[config.mk]
export PLATFORM = sky130hd
export DESIGN_NAME = mole_spawner
export DESIGN_NICKNAME = d
export VERILOG_FILES = /design/src/rtl/mole_spawner.sv
export SDC_FILE = /design/constraint.sdc
export NUM_CORES = 1
export LEC_CHECK = 0
export ABC_AREA = 1
export BUFFER_PORTS_ARGS = -buffer_cell sky130_fd_sc_hd__buf_2
export CORE_MARGIN = 2
export CORE_UTILIZATION = 35
export DETAILED_ROUTE_END_ITERATION = 10
export PLACE_DENSITY = 0.49
export SETUP_SLACK_MARGIN = 0.3
export SYNTH_ARGS = -nofsm -noshare
export SYNTH_HDL_FRONTEND = slang
export SYNTH_SLANG_ARGS = --single-unit
[constraint.sdc]
create_clock -name clk -period 10.8 [get_ports clk]
set_input_delay 1.08 -clock clk [delete_from_list [all_inputs] [get_ports clk]]
set_output_delay 1.08 -clock clk [all_outputs]
set_load 0.01 [all_outputs]
[src/rtl/mole_spawner.sv]
// Purpose: whackmole game control. Lights a pseudo-random mole for a bounded window and resolves it as hit or miss.
// Latency: enable rise to first lit LED is GAP_CYCLES+1 edges; a whack rising edge to the hit pulse and LED off is 1 cycle.
// Backpressure: none. The block free-runs, and SW edges outside the lit mole are dropped silently.
module mole_spawner #(
    parameter int          N_MOLES    = 10,
    parameter int          GAP_CYCLES = 25_000_000,
    parameter int          UP_CYCLES  = 50_000_000,
    parameter logic [15:0] LFSR_SEED  = 16'hACE1
) (
    input  logic               clk,
    input  logic               reset,
    input  logic               enable,
    input  logic [N_MOLES-1:0] SW,
    output logic [N_MOLES-1:0] LEDR,
    output logic               hit,
    output logic               miss,
    output logic [7:0]         hit_count
);

    localparam int MAX_CYC = (GAP_CYCLES > UP_CYCLES) ? GAP_CYCLES : UP_CYCLES;
    localparam int CW      = $clog2(MAX_CYC + 1);
    localparam int IW      = (N_MOLES > 1) ? $clog2(N_MOLES) : 1;

    // A zero seed would lock the LFSR at zero forever, so it is replaced.
    localparam logic [15:0]        SEED     = (LFSR_SEED == 16'h0000) ? 16'hACE1 : LFSR_SEED;
    localparam logic [CW-1:0]      GAP_LOAD = CW'(GAP_CYCLES - 1);
    localparam logic [CW-1:0]      UP_LOAD  = CW'(UP_CYCLES - 1);
    localparam logic [N_MOLES-1:0] ONE_HOT0 = N_MOLES'(1);

    typedef enum logic [1:0] {
        IDLE = 2'd0,
        GAP  = 2'd1,
        UP   = 2'd2
    } state_t;

    state_t             state_q;
    logic [CW-1:0]      cnt_q;
    logic [15:0]        lfsr_q;
    logic [15:0]        lfsr_d;
    logic [N_MOLES-1:0] sw_q;
    logic [N_MOLES-1:0] rise;
    logic [IW-1:0]      idx_q;
    logic [IW-1:0]      idx_d;
    logic [N_MOLES-1:0] led_q;
    logic               hit_q;
    logic               miss_q;
    logic [7:0]         score_q;

    // Fibonacci LFSR step (taps 16,14,13,11), candidate mole index, and switch rising edges.
    always_comb begin
        lfsr_d = {lfsr_q[14:0], lfsr_q[15] ^ lfsr_q[13] ^ lfsr_q[12] ^ lfsr_q[10]};
        idx_d  = IW'(lfsr_q % 16'(N_MOLES));
        rise   = SW & ~sw_q;
    end

    // Game FSM with registered LED, pulse and score outputs. enable low overrides every state.
    always_ff @(posedge clk) begin
        if (reset) begin
            state_q <= IDLE;
            cnt_q   <= '0;
            lfsr_q  <= SEED;
            sw_q    <= SW;
            idx_q   <= '0;
            led_q   <= '0;
            hit_q   <= 1'b0;
            miss_q  <= 1'b0;
            score_q <= '0;
        end else begin
            lfsr_q <= lfsr_d;
            sw_q   <= SW;
            hit_q  <= 1'b0;
            miss_q <= 1'b0;
            if (!enable) begin
                state_q <= IDLE;
                cnt_q   <= '0;
                led_q   <= '0;
            end else begin
                case (state_q)
                    IDLE: begin
                        state_q <= GAP;
                        cnt_q   <= GAP_LOAD;
                        led_q   <= '0;
                    end
                    GAP: begin
                        if (cnt_q == '0) begin
                            state_q <= UP;
                            cnt_q   <= UP_LOAD;
                            idx_q   <= idx_d;
                            led_q   <= ONE_HOT0 << idx_d;
                        end else begin
                            cnt_q <= cnt_q - CW'(1);
                        end
                    end
                    UP: begin
                        // A whack on the final lit cycle still counts, so hit is tested before timeout.
                        if (rise[idx_q]) begin
                            hit_q   <= 1'b1;
                            led_q   <= '0;
                            state_q <= GAP;
                            cnt_q   <= GAP_LOAD;
                            if (score_q != 8'hFF) begin
                                score_q <= score_q + 8'd1;
                            end
                        end else if (cnt_q == '0) begin
                            miss_q  <= 1'b1;
                            led_q   <= '0;
                            state_q <= GAP;
                            cnt_q   <= GAP_LOAD;
                        end else begin
                            cnt_q <= cnt_q - CW'(1);
                        end
                    end
                    default: begin
                        state_q <= IDLE;
                        cnt_q   <= '0;
                        led_q   <= '0;
                    end
                endcase
            end
        end
    end

    assign LEDR      = led_q;
    assign hit       = hit_q;
    assign miss      = miss_q;
    assign hit_count = score_q;

endmodule

=== After elaboration in Yosys (flattened, before gate mapping) ===
Index checks and enable logic that the tools add are counted.

* Div/mod/pow operators: 1
* Shift-type cells: 1
* Order comparisons: 1
* Equality and inequality tests: 5
* Reduce and logical (&&, ||, !) cells: 8
* Add/sub/neg operators: 2
* Muxes and demuxes: 16
* Bitwise logic cells: 7

{| class="wikitable"
|+ Operator list
! kind !! number
|-
| 2-to-1 mux 26 bit || 3
|-
| one-hot mux 26 bit (3 select lines) || 1
|-
| 2-to-1 mux 10 bit || 3
|-
| logical NOT 26 bit || 1
|-
| subtractor 26 x 1 -> 26 bit (second input constant) || 1
|-
| one-hot mux 10 bit (2 select lines) || 1
|-
| remainder unit 16 x 4 -> 16 bit (second input constant) || 1
|-
| bitwise AND 10 bit || 1
|-
| inverter 10 bit || 1
|-
| << shifter 1 x 4 -> 10 bit (first input constant) || 1
|-
| adder 8 x 1 -> 8 bit (second input constant) || 1
|-
| inequality test 8 bit (second input constant) || 1
|-
| 2-to-1 mux 2 bit || 3
|-
| one-hot mux 2 bit (3 select lines) || 1
|-
| less-than comparator 4 x 5 -> 1 bit (second input constant) || 1
|-
| binary-select mux 1 bit (select 4 bit) || 1
|-
| AND reduction 4 bit || 1
|-
| OR reduction 4 bit || 1
|-
| 2-to-1 mux 1 bit || 3
|-
| inequality test 3 bit (second input constant) || 1
|-
| AND reduction 3 bit || 1
|-
| OR reduction 3 bit || 1
|-
| bitwise XOR 1 bit || 3
|-
| == test 2 x 1 -> 1 bit (second input constant) || 1
|-
| other kinds (6) || 7
|}

* Bits in registers: 78
* Output and inout port bits: 20

=== Longest topological paths before layout ===
Gate-level depths: netlist of the first run.

* Depth in word-level cells: 6
* Depth in mapped cells: 62

=== Worst setup path after synthesis of the first run ===
OpenSTA, ideal clock, no wires.

* Path type: reg2reg
* Start point: register lfsr_q[15]
* End point: register led_q[2] (netlist: LEDR[2])
* Buffers on the path: 0
* Data arrival time: 4.444 ns
* Slack: 6.225 ns
* Stages on the path, launching flop included: 55
* Period minus slack after synthesis: 4.575 ns
* Cell sequence: dfxtp_1 > nand2_1 > clkinv_1 > o21bai_2 > nand2_1 > nand3_1 > nand3_2 > nand2_2 > nand2_2 > nand2_2 > nand2_2 > nand2_2 > nand3_2 > nand2_2 > nand3_4 > nand2_2 > nand3_2 > nand2_2 > [19 not listed] > nand2_2 > nand2_1 > nand2_1 > inv_2 > nand2_2 > nand3_2 > nand2_2 > nand2_2 > nand2_4 > nand2_2 > nand2_2 > nand3_2 > nand2_2 > nand3_1 > nand2_4 > inv_1 > nand3_1 > a21oi_1

* Cells in the longest elaborated chain, start to end: 4

{| class="wikitable"
|+ RTL lines
! what !! RTL line !! source
|-
| from (decl) || 38 || <nowiki>logic [15:0] lfsr_q;</nowiki>
|-
| from (signal assigned) || 69 || <nowiki>lfsr_q <= lfsr_d;</nowiki>
|-
| remainder unit 16 x 4 -> 16 bit || 52 || <nowiki>idx_d = IW'(lfsr_q % 16'(N_MOLES));</nowiki>
|-
| << shifter 1 x 4 -> 10 bit || 89 || <nowiki>led_q <= ONE_HOT0 << idx_d;</nowiki>
|-
| 2-to-1 mux 10 bit || 85 || <nowiki>if (cnt_q == '0) begin</nowiki>
|-
| one-hot mux 10 bit (2 select lines) || 78 || <nowiki>case (state_q)</nowiki>
|-
| to (signal assigned) || 89 ||
|-
| to (decl) || 44 || <nowiki>logic [N_MOLES-1:0] led_q;</nowiki>
|}

No other way between the ends. The select of a mux whose other input is x is not followed.
A chain may end at the register's enable or synchronous reset.

=== Final worst setup path of the first run ===
* Start point: register lfsr_q[15]
* End point: register led_q[5] (netlist: LEDR[5])

Same word-level chain as after synthesis.

==> flow_summary.toml, run 1 <==
[floorplanning]
die_w_um = 114
core_um2 = 12000
start_util_pct = 35.6
ios = 33
die-area_um2 = 13100
die_y_um = 114
rows = 40

[global_route]
grt_pass1_wl_um = 16000
grt_max_degree = 18
grt_use_total_pct = 15.2
grt_overflow = 0
grt_pass1_vias = 3666
antenna_found_initial = 0

[critical_path]
cp.required_ps = 11000
crit_top_cell = "nand2_2"
critPathArrivalTime_ps = 5370
critPathMaxStageDelay_ps = 360
critPathSlowestCell = "dfxtp_1"
critPathLaunchType = "register"
critPathKind = "register to register"
end_kind = "register"
worst-path-max-fanout = 8

[cells_and_area]
final_layout_size_suffix_gt1_share_pct = 20.6
layout_common_cells = "nand2_1, dfxtp_1, inv_1"
areaGrowthSynthToFinish_pct = 14.2
layout.cells.most_common = "nand2_1"
design_area_um2 = 4860
diodes = 0
nNetsFinal = 667

[placed_design]
dp_hpwl_um = 6930
gp_congestion = 0.820
place_area_um2 = 4570
portBuffers = 32

[timing]
finalCritPeriodShare_pct = 47.9
finalHoldViolCount = 0
max-slew-margin-rel_pct = 59.8
drv_slew = 0
fin_skew_ps = 8.56
grt_setup_unrepaired = "false"
final.setup.tns_ps = 0
fmax_mhz = 193
setup_viol = 0
tightest_slew_ps = 602
min_period_ps = 5180

[cts]
clock_latency_ps = 340
cts_tree = "built"
holdBufCountCts = 0
numCtsBuffers = 9
cts_resized = 0
path_clk_slew_ps = 60
postCtsSetupBuffers = 0
cts.sinks = 78
cts-root-buf = "clkbuf_16"
ctsLongestPathBuffers = 2
cts.htree.levels = 3

[drt]
drc = 0
drt_iter0_drc = 199
drt-total-wl_um = 9140
ant_nets = 0
via_count = 3810
drtPass1Iterations = 5
routedWlPerCell_um = 11.4
drt-vias-per-instance = 4.74

[synthesis]
ys_types = 38
synth_top_cell_by_area = "dfxtp_1"
synth-seq-cells = 78
synth.top_cell.area_share_pct = 36.7
seq_area_frac_synth_pct = 36.7
yosys-top-cells-area = "dfxtp_1, nand2_1, nand3_1"
synthArstFlopShare_pct = 0
syn-instance-count = 614
yosys_warnings = 0
synth_edf_count = 0
syn-num-nets = 629
synth_area_um2 = 4260
syn_avg_cell_area_um2 = 6.93
ys.flop_type = "dfxtp_1"

[min_path]
hp-class = "register to register"

[run]
max_cap_violations = 0

[run_status]
status = "complete, no violations"
[critical path, delay by kind of cell, from the launching register on]
kind / cells / cell delay [ps]
flops: 1 / 360
compound gates: 4 / 630
simple gates: 44 / 3750
buf+inv: 5 / 320
[Yosys cell counts (4+ instances only)]
cell,instances
nor2_2,4
nor4_1,4
nand2_4,6
a31oi_1,6
dfxtp_1,78
a21oi_1,32
nor2_1,54
inv_2,14
o21ai_0,22
nand3_1,65
nor3_1,12
nand2_2,42
nand2_1,122
clkinv_1,4
xnor2_1,8
inv_1,77
o21ai_1,4
nand4_1,7
nand3_2,13
xor2_1,12
o21ai_2,4
[routing by layer]
layer / vias up / GRT usage (%) / wire length, um
li1: 2040 / - / -
met1: 1727 / 18.1 / 4340
met2: 35 / 26.2 / 4390
met3: 8 / 5.13 / 293
met4: 0 / 4.47 / 113
met5: - / 0 / 0
[flip-flops by register name (all words and copies together) (netlist names)]
name	flops
state_q	2
hit	1
sw_q	10
lfsr_q	16
miss	1
cnt_q	26
idx_q	4
hit_count	8
LEDR	10
[cells by family (layout without fill, tap and decap cells)]
family,count (synthesis),count (layout),share of synthesized area (%)
fa+ha+maj,2,2,0.588
compound gates,77,77,10.3
xor+xnor,20,20,4.12
buf+inv,100,142,9.09
flops,78,78,36.7
simple gates,337,337,39.3
[cell type report]
| class | count | area [um2] |
|---|---|---|
| clock buffer | 11 | 243 |
| inverter | 95 | 357 |
| multi-input combinational | 436 | 2310 |
| tap | 147 | 184 |
| clock inverter | 4 | 47.5 |
| fill | 1229 | 7100 |
| timing repair buffer | 32 | 160 |
| sequential | 78 | 1560 |
[per-stage QoR]
step	setup WS, ps	utilization [%]	hold WS [ps]	std cells
floorplan	6230	-	436	614
global placement	5810	38.2	451	788
detailed placement	5640	38.2	457	788
CTS	5620	40.6	467	803
global route	4880	40.6	484	803
finish	5620	40.6	463	803
[worst paths after layout]
kind	from	end	slack, ps	depth (start not counted)
setup / recovery	lfsr_q[15]	LEDR[5]	5620	53
hold / removal	cnt_q[0]	cnt_q[0]	460	1
setup reg to reg	lfsr_q[15]	LEDR[5]	5620	53
hold reg to reg	cnt_q[0]	cnt_q[0]	460	1
Power of run 1 is left out: the tool's default activity adds up to more than one toggle a clock period on the data nets, which glitch-free logic cannot reach.
==> run 2: changes to the inputs <==
PLACE_DENSITY = 0.51   (was 0.49)
clock period = 4.3 ns   (was 10.8 ns; I/O delays follow)
==> flow_summary.toml, run 2 (synthesis gave the netlist of run 1 again) <==
[run_status]
status = "finished with violations"
failed_checks = "negative setup slack"

[drt]
ant_nets = 0
drt_iter0_drc = 158
drtPass1Iterations = 4
drc = 0
drt-vias-per-instance = 4.76
via_count = 3958
routedWlPerCell_um = 11.9
drt-total-wl_um = 9930

[floorplanning]
start_util_pct = 35.6
ios = 33
core_um2 = 12000
die_y_um = 114
die_w_um = 114
rows = 40
die-area_um2 = 13100

[timing]
fin_skew_ps = 5.67
fin_hold_ws_ps = 203
drv_slew = 0
setup_slack_ps = -755
fmax_mhz = 198
min_period_ps = 5060
finalHoldViolCount = 0
final.setup.tns_ps = -9340
setup_viol = 13
tightest_slew_ps = 647
max-slew-margin-rel_pct = 56.8
grt_setup_unrepaired = "true"
finalCritPeriodShare_pct = 118

[critical_path]
worst-path-max-fanout = 5
critPathKind = "register to register"
end_kind = "register"
critPathArrivalTime_ps = 5320
r2r-start = "lfsr_q[15]"
critPathLaunchType = "register"
rrSetupSlack_ps = -760
regToRegEndpoint = "LEDR[5]"
critPathMaxStageDelay_ps = 360
cp.required_ps = 4560
critPathSlowestCell = "dfxtp_4"
crit_top_cell = "nand2_4"
reg2reg_depth = 53

[global_route]
grt_max_degree = 18
grt_pass1_vias = 3879
grt_use_total_pct = 16.0
antenna_found_initial = 0
grt_overflow = 0
grt_pass1_wl_um = 16900

[cells_and_area]
layout_common_cells = "nand2_1, dfxtp_1, inv_1"
nNetsFinal = 697
top_regs = "cnt_q (26), lfsr_q (16)"
layout.cells.most_common = "nand2_1"
finalNonFillerCells = 832
diodes = 0
regMostFlops = "cnt_q"
largest_reg_flops = 26
final_layout_size_suffix_gt1_share_pct = 31.2
fin_util_pct = 46.1
areaGrowthSynthToFinish_pct = 29.6

[cts]
numCtsBuffers = 9
cts.sinks = 78
cts-root-buf = "clkbuf_16"
holdBufCountCts = 0
ctsLongestPathBuffers = 2
clock_latency_ps = 340
cts_tree = "built"
path_clk_slew_ps = 50
cts.htree.levels = 3

[min_path]
hp-start = "SW[3]"
hold_end = "sw_q[3]"
hold_depth = 1
hp-class = "primary input to register"

[placed_design]
gp_congestion = 0.838
dp_hpwl_um = 6910
placedCellCount = 809
portBuffers = 32

[run]
max_cap_violations = 0
run 2: timing repair:
item | 4_1_cts | 5_1_grt
gates resized for setup | 34 | 63
pin swaps | 19 | 25
buffers inserted | 7 | 2
endpoints found under the setup margin | 13 | 13
run 2: area by class of cell:
cell class	count	area [um2]
Tap cell	147	184
Inverter	95	364
Multi-Input combinational cell	436	2720
Sequential cell	78	1570
Fill cell	1179	6440
Timing Repair Buffer	62	393
Clock inverter	1	30.0
Clock buffer	13	260
run 2: critical path, delay by kind of cell (launching register included):
| family | cells | cell delay (ps) |
|---|---|---|
| AO/OA/AOI/OAI | 4 | 590 |
| buffers and inverters | 7 | 550 |
| flip-flops | 1 | 360 |
| AND/OR/NAND/NOR | 42 | 3430 |
run 2: layer usage:
layer  track usage [%]  part of all wire [%]  vias up
met3              4.87                   3.2       16
met5                 0                     0        -
li1                  -                     -     2112
met4              5.77                   1.8        0
met1              18.9                    47     1795
met2              27.4                    48       35
run 2: how the worst max path moves through the flow:
stage / from / to / slack (ps) / cells past startpoint
6_report: lfsr_q[15] / LEDR[5] / -760 / 53
5_1_grt: lfsr_q[15] / LEDR[5] / -1190 / 53
4_1_cts: lfsr_q[15] / LEDR[5] / -670 / 53
3_5_place_dp: lfsr_q[15] / LEDR[8] / -730 / 53
3_3_place_gp: lfsr_q[15] / LEDR[8] / -510 / 55
2_1_floorplan: lfsr_q[15] / LEDR[9] / -240 / 55
run 2: through the flow:
step	area (um2)	setup slack (ps)
final	5520	-755
after global routing	5520	-1190
after CTS	5240	-675
after detailed placement	4750	-727
after global placement	4750	-509
after floorplan	4280	-244
Power of run 2 is left out for the same reason.
